**src/rtl/hazard_pkg.sv**
```systemverilog
// Shared encodings for the pipeline hazard controller:
// operand-forward selects and the divider sequencer states.
package hazard_pkg;

  localparam logic [1:0] FWD_RF = 2'b00;
  localparam logic [1:0] FWD_W  = 2'b01;
  localparam logic [1:0] FWD_M  = 2'b10;

  typedef enum logic [1:0] {
    IDLE = 2'd0,
    BUSY = 2'd1,
    DONE = 2'd2
  } div_state_e;

endpackage

```
**src/rtl/hazard_div_fsm.sv**
```systemverilog
// Multi-cycle divider sequencer: launch pulse, busy countdown
// and a single non-stalling DONE cycle for result capture.
module hazard_div_fsm
  import hazard_pkg::*;
#(
  parameter int DIV_CYCLES = 32
) (
  input  logic clk,
  input  logic rst,
  input  logic div_e,
  input  logic exc_m,
  output logic div_start,
  output logic div_busy,
  output logic div_stall
);

  localparam int CW = $clog2(DIV_CYCLES);
  localparam logic [CW-1:0] CNT_LOAD = CW'(DIV_CYCLES - 1);
  localparam logic [CW-1:0] CNT_ONE  = CW'(1);

  div_state_e    state_q, state_d;
  logic [CW-1:0] cnt_q, cnt_d;
  logic          launch;

  assign launch = (state_q == IDLE) & div_e & ~exc_m & ~rst;

  always_ff @(posedge clk) begin
    if (rst) begin
      state_q <= IDLE;
      cnt_q   <= '0;
    end else begin
      state_q <= state_d;
      cnt_q   <= cnt_d;
    end
  end

  always_comb begin
    state_d = state_q;
    cnt_d   = cnt_q;
    unique case (state_q)
      IDLE: begin
        if (launch) begin
          state_d = BUSY;
          cnt_d   = CNT_LOAD;
        end
      end
      BUSY: begin
        cnt_d = cnt_q - CNT_ONE;
        if (exc_m) begin
          state_d = IDLE;
          cnt_d   = '0;
        end else if (cnt_q <= CNT_ONE) begin
          state_d = DONE;
        end
      end
      DONE: begin
        state_d = IDLE;
        cnt_d   = '0;
      end
      default: begin
        state_d = IDLE;
        cnt_d   = '0;
      end
    endcase
  end

  always_comb begin
    div_start = launch;
    div_busy  = launch | (state_q == BUSY);
    div_stall = div_busy;
  end

endmodule

```
**src/rtl/pipe_hazard_ctrl.sv**
```systemverilog
// Hazard/forwarding controller for the 5-stage pipeline with
// multi-cycle divider interlock and exception flush priority.
module pipe_hazard_ctrl
  import hazard_pkg::*;
#(
  parameter int REGW       = 5,
  parameter int DIV_CYCLES = 32
) (
  input  logic            clk,
  input  logic            rst,
  input  logic [REGW-1:0] rsD,
  input  logic [REGW-1:0] rtD,
  input  logic [REGW-1:0] rsE,
  input  logic [REGW-1:0] rtE,
  input  logic [REGW-1:0] writeregE,
  input  logic [REGW-1:0] writeregM,
  input  logic [REGW-1:0] writeregW,
  input  logic            regwriteE,
  input  logic            regwriteM,
  input  logic            regwriteW,
  input  logic            memtoregD,
  input  logic            memtoregE,
  input  logic            memtoregM,
  input  logic            branchD,
  input  logic            jumprD,
  input  logic [4:0]      rdE,
  input  logic [4:0]      rdM,
  input  logic            cp0writeM,
  input  logic            divE,
  input  logic            excM,
  output logic [1:0]      forwardAE,
  output logic [1:0]      forwardBE,
  output logic            forwardAD,
  output logic            forwardBD,
  output logic            forwardcp0dataE,
  output logic            stallF,
  output logic            stallD,
  output logic            stallE,
  output logic            flushD,
  output logic            flushE,
  output logic            flushM,
  output logic            div_start,
  output logic            div_busy
);

  logic div_stall;
  logic lwstall;
  logic brstall;
  logic e_hits_d;
  logic m_hits_d;

  hazard_div_fsm #(
    .DIV_CYCLES (DIV_CYCLES)
  ) u_div_fsm (
    .clk       (clk),
    .rst       (rst),
    .div_e     (divE),
    .exc_m     (excM),
    .div_start (div_start),
    .div_busy  (div_busy),
    .div_stall (div_stall)
  );

  always_comb begin
    forwardAE = FWD_RF;
    if ((rsE != '0) && regwriteM && (rsE == writeregM))
      forwardAE = FWD_M;
    else if ((rsE != '0) && regwriteW && (rsE == writeregW))
      forwardAE = FWD_W;
  end

  always_comb begin
    forwardBE = FWD_RF;
    if ((rtE != '0) && regwriteM && (rtE == writeregM))
      forwardBE = FWD_M;
    else if ((rtE != '0) && regwriteW && (rtE == writeregW))
      forwardBE = FWD_W;
  end

  assign forwardAD = (rsD != '0) & regwriteM & (rsD == writeregM);
  assign forwardBD = (rtD != '0) & regwriteM & (rtD == writeregM);

  assign forwardcp0dataE = cp0writeM & (rdE == rdM);

  assign lwstall = memtoregE & ~memtoregD & (rtE != '0)
                 & ((rsD == rtE) | (rtD == rtE));

  assign e_hits_d = regwriteE & (writeregE != '0)
                  & ((writeregE == rsD) | (writeregE == rtD));
  // ALU results in M reach D by forwarding; only loads interlock.
  assign m_hits_d = memtoregM & (writeregM != '0)
                  & ((writeregM == rsD) | (writeregM == rtD));
  assign brstall  = (branchD | jumprD) & (e_hits_d | m_hits_d);

  always_comb begin
    stallF = 1'b0;
    stallD = 1'b0;
    stallE = 1'b0;
    flushD = 1'b0;
    flushE = 1'b0;
    flushM = 1'b0;
    if (excM) begin
      flushD = 1'b1;
      flushE = 1'b1;
      flushM = 1'b1;
    end else if (div_stall) begin
      stallF = 1'b1;
      stallD = 1'b1;
      stallE = 1'b1;
      flushM = 1'b1;
    end else if (lwstall | brstall) begin
      stallF = 1'b1;
      stallD = 1'b1;
      flushE = 1'b1;
    end
  end

endmodule

```
**config.mk**
```make
export PLATFORM = sky130hd
export DESIGN_NAME = pipe_hazard_ctrl
export DESIGN_NICKNAME = d
export VERILOG_FILES = /design/src/rtl/hazard_pkg.sv /design/src/rtl/hazard_div_fsm.sv /design/src/rtl/pipe_hazard_ctrl.sv
export SDC_FILE = /design/constraint.sdc
export NUM_CORES = 1
export LEC_CHECK = 0
export ABC_AREA = 1
export CORE_MARGIN = 2
export CORE_UTILIZATION = 40
export DETAILED_ROUTE_END_ITERATION = 12
export PLACE_DENSITY = 0.87
export SLEW_MARGIN = 20
export SYNTH_ARGS = -nofsm -noshare
export SYNTH_HDL_FRONTEND = slang
export SYNTH_SLANG_ARGS = --single-unit
export TNS_END_PERCENT = 10
```
**constraint.sdc**
```tcl
create_clock -name clk -period 4 [get_ports clk]
set_input_delay 1 -clock clk [delete_from_list [all_inputs] [get_ports clk]]
set_output_delay 1 -clock clk [all_outputs]
set_load 0.05 [all_outputs]
```
==> results.sh, run 1 <==
export IMPL_outcome="finished, final reports clean"
export IMPL_synth_top_family_by_area="simple AND/OR/NAND/NOR gates"
export IMPL_io_pins=73
export IMPL_cts_root_buf="clkbuf_4"
export IMPL_crit_arrival_ns=2.73
export IMPL_p_seq_share_pct=20.6
export IMPL_syn_area_per_cell_um2=5.55
export IMPL_cts_sinks=7
export IMPL_synth_compound_area_share_pct=10.5
export IMPL_crit_chain="clkdlybuf4s50_1 > inv_2 > nand2_1 > nand2_1 > nor2_1 > nand3_2 > nand2_1 > nand2_1 > nand2_1 > nand2_1 > nand3_1 > nand2_1 > inv_1 > buf_12"
export IMPL_grt_pass1_vias=1567
export IMPL_fin_skew_ns=0.00557
export IMPL_startpoint_type="primary input"
export IMPL_yosys_warnings=0
export IMPL_layoutNonFillerInstCount=366
export IMPL_cts_setup_buffers=0
export IMPL_peakVddDrop_v=0.0000841
export IMPL_placed_cells=362
export IMPL_post_cts_resized=0
export IMPL_finalWorstSetupSlack_ns=0.271
export IMPL_fin_crit_ns=3.73
export IMPL_internal_power_uw=227
export IMPL_slew_viol_final=0
export IMPL_dp_final_hpwl_um=3670
export IMPL_yosysTopAreaCell="nand2_1"
export IMPL_h_tree_depth=1
export IMPL_syn_inst=250
export IMPL_yosysSeqAreaShare_pct=10.1
export IMPL_critical_path_top_delay_family="buffers and inverters"
export IMPL_synth_area_leaders="nand2_1 (21%), dfxtp_1 (10%), xor2_1 (10%)"
export IMPL_clock_fmax_mhz=268
export IMPL_synth_simple_area_share_pct=43.9
export IMPL_overflow=0
export IMPL_synthDominantCellAreaShare_pct=21.4
export IMPL_layout_nets=381
export IMPL_area_growth_pct=62.9
export IMPL_cts_tree="built"
export IMPL_initial_core_util_pct=41.5
export IMPL_diodes=0
export IMPL_p_comb_share_pct=62.1
export IMPL_pwr_share_clk_pct=17.3
export IMPL_ys_seq_elements=7
export IMPL_routed_wl_um=4220
export IMPL_switching_power_uw=147
export IMPL_drt_iter0_markers=77
export IMPL_cpPeakStageDelay_ns=0.60
export IMPL_power_density_nw_per_um2=166
export IMPL_wl_per_cell_um=11.5
export IMPL_gp_congestion=0.901
export IMPL_rows=21
export IMPL_io_buffer_count=72
export IMPL_cp_num_buf_inv=4
export IMPL_dr_pass1_iters=4
export IMPL_antenna_found_initial=0
export IMPL_grtUsageTotal_pct=21.5
export IMPL_rsz0062_at_grt="no"
export IMPL_synthAdderAreaFrac_pct=1.81
export IMPL_min_path_type="reg -> reg"
export IMPL_dieArea_um2=3950
export IMPL_final_setup_viol_count=0
export IMPL_synth_xor_area_share_pct=19.6
export IMPL_path_max_fanout=5
export IMPL_syn_num_nets=310
export IMPL_clockBufferDepth=2
export IMPL_cp_common_cell="nand2_1"
export IMPL_crit_slowest_cell="clkdlybuf4s50_1"
export IMPL_die_w_um=62.9
export IMPL_critical_path_class="in -> out"
export IMPL_pre_cts_ws_ns=0.307
export IMPL_vias=1772
export IMPL_synth_distinct_cells=28
export IMPL_fin_setup_tns_ns=0
export IMPL_critPathRequiredTime_ns=3.00
export IMPL_drive_above_1_share_pct=11.6
export IMPL_maxCapViolCount=0
export IMPL_grt_max_degree=8
export IMPL_clock_latency_ns=0.25
export IMPL_hold_violations=0
export IMPL_core_um2=3340
export IMPL_avgViaCountPerCell=4.84
export IMPL_clk_pin_slew_ns=0.05
export IMPL_grt_pass1_wl_um=7000
export IMPL_synthMuxAreaShare_pct=0
export IMPL_ant_nets=0
export IMPL_syn_area_um2=1390
export IMPL_post_route_period_util_pct=93.2
export IMPL_cts_buffers=3
export IMPL_tightest_slew_ns=0.494
export IMPL_fillCellCount=284
export IMPL_hold_ws_ns=0.502
export IMPL_route_detailed_drc=0
export IMPL_p_leak_nw=1.08
export IMPL_postCtsHoldBufs=0
export IMPL_dieHeight_um=62.9
export IMPL_switching_share_pct=39.3
export IMPL_cp_end_kind="output pin"
export IMPL_maxSlewHeadroom_pct=66.9
## metal layers
metal | vias to the layer above | wire length [um] | track usage, %
met1 | 777 | 1870 | 27.9
li1 | 921 | - | -
met5 | - | 0 | 0
met3 | 4 | 332 | 5.95
met4 | 0 | 21 | 3.06
met2 | 70 | 1990 | 36.2
## cell usage in the layout, fill, tap and decap left out, drive strengths merged, types with 6 or more instances in the layout
cell / instances
nor3: 6
o21ai: 8
nand2: 81
inv: 41
nor2: 25
nand3: 11
xnor2: 15
buf: 15
dfxtp: 7
clkdlybuf4s50: 58
a21oi: 11
xor2: 16
## cells in the mapped netlist
master and instances:
nand3_1 10, o221ai_1 1, nand4_1 4, dfxtp_1 7, nand2_1 79, nor2_1 23, a211oi_1 1, inv_2 8
buf_4 3, buf_2 3, nand3b_1 3, nor2_2 2, o211ai_1 1, nor3_1 6, xor2_1 16, ha_1 2
a21oi_1 11, xnor2_1 15, nor4_2 3, nand3_2 1, o2111ai_1 1, a311oi_1 2, nor4_1 1, clkbuf_2 1
o21ai_0 8, or2_2 3, nand2_2 2, inv_1 33
## logic make-up after synthesis
family,after synthesis
fa+ha+maj,2
simple gates,137
compound gates,25
flops,7
buf+inv,48
xor+xnor,31
## tightest hold or removal path, stage by stage, from the launching register on
cell and delay (ns):
dfxtp_1 0.33, nand2_1 0.07, a21oi_1 0.05
## final cells by class
cell class                 instances  area, um^2  share of cell area [%]
timing repair buffer              73         831                    36.8
clock buffer                       4        26.3                    1.16
inverter                          41         154                    6.81
sequential                         7         140                    6.20
multi-input combinational        195        1050                    46.5
tap                               46        57.6                    2.55
## metrics by stage
stage               total power [mW]  util [%]  area, um^2
global route                   0.402      67.7        2260
global placement               0.306      66.9        2230
floorplan                      0.198         -        1390
finish                         0.374      67.7        2260
detailed placement             0.310      66.9        2230
CTS                            0.375      67.7        2260
## path summary, 6_finish.rpt
path | start | end | slack [ns] | depth (start not counted)
max reg2reg | u_div_fsm.state_q[1]$_SDFFE_PP0P_ | u_div_fsm.cnt_q[1]$_SDFFE_PP0P_ | 2.82 | 7
min reg2reg | u_div_fsm.cnt_q[1]$_SDFFE_PP0P_ | u_div_fsm.cnt_q[1]$_SDFFE_PP0P_ | 0.50 | 2
min | u_div_fsm.cnt_q[1]$_SDFFE_PP0P_ | u_div_fsm.cnt_q[1]$_SDFFE_PP0P_ | 0.50 | 2
max | writeregM[0] | stallD | 0.27 | 14
## state kept, by name, indices dropped and copies added, names as in the netlist
signal and count:
u_div_fsm.cnt_q 5, u_div_fsm.state_q 2
## power by group through the flow
stage | logic, mW | registers (mW) | clock network (mW)
final | 0.232 | 0.0771 | 0.0648
after global routing | 0.252 | 0.0776 | 0.0720
after CTS | 0.232 | 0.0770 | 0.0661
after detailed placement | 0.232 | 0.0784 | 0
after global placement | 0.228 | 0.0781 | 0
after floorplan | 0.120 | 0.0776 | 0
Power figures use the tool's default switching activity.
==> run 2: changes to the inputs <==
--- a/config.mk
+++ b/config.mk
@@ -6,6 +6,7 @@
 export NUM_CORES = 1
 export LEC_CHECK = 0
 export ABC_AREA = 1
+export CORE_ASPECT_RATIO = 0.8
 export CORE_MARGIN = 2
 export CORE_UTILIZATION = 40
 export DETAILED_ROUTE_END_ITERATION = 12
==> results.sh, run 2 (synthesis results as in run 1) <==
export IMPL_outcome="finished, final reports clean"
export IMPL_hold_violations=0
export IMPL_layout_nets=383
export IMPL_tightest_slew_ns=0.488
export IMPL_cp_common_cell="nand2_1"
export IMPL_cp_num_buf_inv=4
export IMPL_peakVddDrop_v=0.000118
export IMPL_initial_core_util_pct=41.1
export IMPL_io_buffer_count=72
export IMPL_avgViaCountPerCell=5.06
export IMPL_io_pins=73
export IMPL_internal_power_uw=259
export IMPL_die_w_um=69.8
export IMPL_route_detailed_drc=0
export IMPL_top_regs="u_div_fsm.cnt_q: 5 flops, u_div_fsm.state_q: 2 flops"
export IMPL_vias=1841
export IMPL_drive_above_1_share_pct=12.1
export IMPL_area_growth_pct=65.0
export IMPL_crit_arrival_ns=2.72
export IMPL_cp_end_kind="output pin"
export IMPL_switching_power_uw=158
export IMPL_cts_buffers=3
export IMPL_critPathRequiredTime_ns=3.00
export IMPL_maxSlewHeadroom_pct=67.3
export IMPL_placed_cells=360
export IMPL_p_comb_share_pct=56.8
export IMPL_crit_path_end="stallD"
export IMPL_maxCapViolCount=0
export IMPL_path_max_fanout=5
export IMPL_cp_num_cells=14
export IMPL_cts_tree="built"
export IMPL_p_leak_nw=1.10
export IMPL_crit_chain="clkdlybuf4s50_1 > inv_2 > nand2_1 > nand2_1 > nor2_1 > nand3_2 > nand2_1 > nand2_1 > nand2_1 > nand2_1 > nand3_1 > nand2_1 > inv_1 > buf_12"
export IMPL_p_seq_share_pct=18.6
export IMPL_layoutNonFillerInstCount=364
export IMPL_cts_root_buf="clkbuf_8"
export IMPL_dr_pass1_iters=4
export IMPL_cts_setup_buffers=0
export IMPL_switching_share_pct=37.9
export IMPL_startpoint="writeregM[0]"
export IMPL_h_tree_depth=1
export IMPL_dp_final_hpwl_um=3950
export IMPL_grtUsageTotal_pct=24.4
export IMPL_largest_reg_flops=5
export IMPL_wl_per_cell_um=12.7
export IMPL_rsz0062_at_grt="no"
export IMPL_reg2reg_depth=5
export IMPL_cpPeakStageDelay_ns=0.61
export IMPL_timing_rr_end="u_div_fsm.cnt_q[0]$_SDFFE_PP0P_"
export IMPL_ant_nets=0
export IMPL_layout_commonest_cell="nand2_1"
export IMPL_post_route_period_util_pct=92.9
export IMPL_pwr_share_clk_pct=24.7
export IMPL_drt_iter0_markers=158
export IMPL_fin_skew_ns=0.00292
export IMPL_cts_sinks=7
export IMPL_reg2reg_slack_ns=2.78
export IMPL_post_cts_resized=0
export IMPL_final_setup_viol_count=0
export IMPL_crit_slowest_cell="clkdlybuf4s50_1"
export IMPL_dieHeight_um=56.7
export IMPL_power_density_nw_per_um2=183
export IMPL_fin_setup_tns_ns=0
export IMPL_clock_latency_ns=0.23
export IMPL_diodes=0
export IMPL_clockBufferDepth=2
export IMPL_overflow=0
export IMPL_gp_congestion=0.946
export IMPL_fin_util_pct=67.8
export IMPL_grt_max_degree=8
export IMPL_core_um2=3380
export IMPL_postCtsHoldBufs=0
export IMPL_critical_path_class="in -> out"
export IMPL_regMostFlops="u_div_fsm.cnt_q"
export IMPL_critical_path_top_delay_family="buffers and inverters"
export IMPL_rows=19
export IMPL_final_cell_mix="nand2_1 (79), clkdlybuf4s50_1 (58), inv_1 (33), nor2_1 (23), xor2_1 (16)"
export IMPL_clk_pin_slew_ns=0.04
export IMPL_grt_pass1_wl_um=7730
export IMPL_clock_fmax_mhz=269
export IMPL_routed_wl_um=4610
export IMPL_grt_pass1_vias=1629
export IMPL_r2r_start="u_div_fsm.state_q[1]$_SDFFE_PP0P_"
export IMPL_startpoint_type="primary input"
export IMPL_fin_crit_ns=3.72
export IMPL_slew_viol_final=0
export IMPL_antenna_found_initial=0
export IMPL_min_path_type="reg -> reg"
export IMPL_dieArea_um2=3960
==> run 2: area by class of cell <==
type                       instances  area (um^2)
clock buffer                       4         45.0
timing repair buffer              75          846
fill                             289         1090
sequential                         7          140
tap                               42         52.6
inverter                          41          154
multi-input combinational        195         1050
==> run 2: power by group through the flow <==
stage / registers [mW] / clock network (mW) / logic (mW)
after floorplan: 0.0776 / 0 / 0.120
after global placement: 0.0782 / 0 / 0.230
after detailed placement: 0.0785 / 0 / 0.235
after CTS: 0.0774 / 0.103 / 0.236
after global routing: 0.0780 / 0.110 / 0.256
final: 0.0775 / 0.103 / 0.237
==> run 2: layer usage <==
metal  up-vias  global-route usage (%)  routed length [um]
li1        927                       -                   -
met5         -                       0                   0
met4         0                    6.59                  53
met1       815                    35.1                2140
met3         7                    5.03                 401
met2        92                    37.0                2010
==> run 2: worst register-to-register path: stages (launching register included) <==
cell and delay [ns]:
dfxtp_1 0.31, nor2_1 0.30, nand2_1 0.17, inv_1 0.16, a21oi_1 0.07, a21oi_1 0.13
==> run 2: worst min-delay path by stage <==
stage,depth (start not counted),to,startpoint
6_report,2,u_div_fsm.cnt_q[0]$_SDFFE_PP0P_,u_div_fsm.cnt_q[0]$_SDFFE_PP0P_
3_5_place_dp,2,u_div_fsm.cnt_q[0]$_SDFFE_PP0P_,u_div_fsm.cnt_q[0]$_SDFFE_PP0P_
2_1_floorplan,2,u_div_fsm.cnt_q[1]$_SDFFE_PP0P_,u_div_fsm.cnt_q[1]$_SDFFE_PP0P_
3_3_place_gp,2,u_div_fsm.cnt_q[0]$_SDFFE_PP0P_,u_div_fsm.cnt_q[0]$_SDFFE_PP0P_
5_1_grt,2,u_div_fsm.cnt_q[1]$_SDFFE_PP0P_,u_div_fsm.cnt_q[1]$_SDFFE_PP0P_
4_1_cts,2,u_div_fsm.cnt_q[1]$_SDFFE_PP0P_,u_div_fsm.cnt_q[1]$_SDFFE_PP0P_
==> run 2: metrics by stage <==
stage               setup WS, ns  instance area [um^2]  total power, mW  hold slack [ns]
finish                     0.284                  2290            0.418            0.510
global route               0.147                  2290            0.445            0.545
CTS                        0.293                  2290            0.417            0.507
detailed placement         0.308                  2240            0.313            0.492
global placement           0.336                  2240            0.308            0.487
floorplan                  0.117                  1390            0.198            0.466
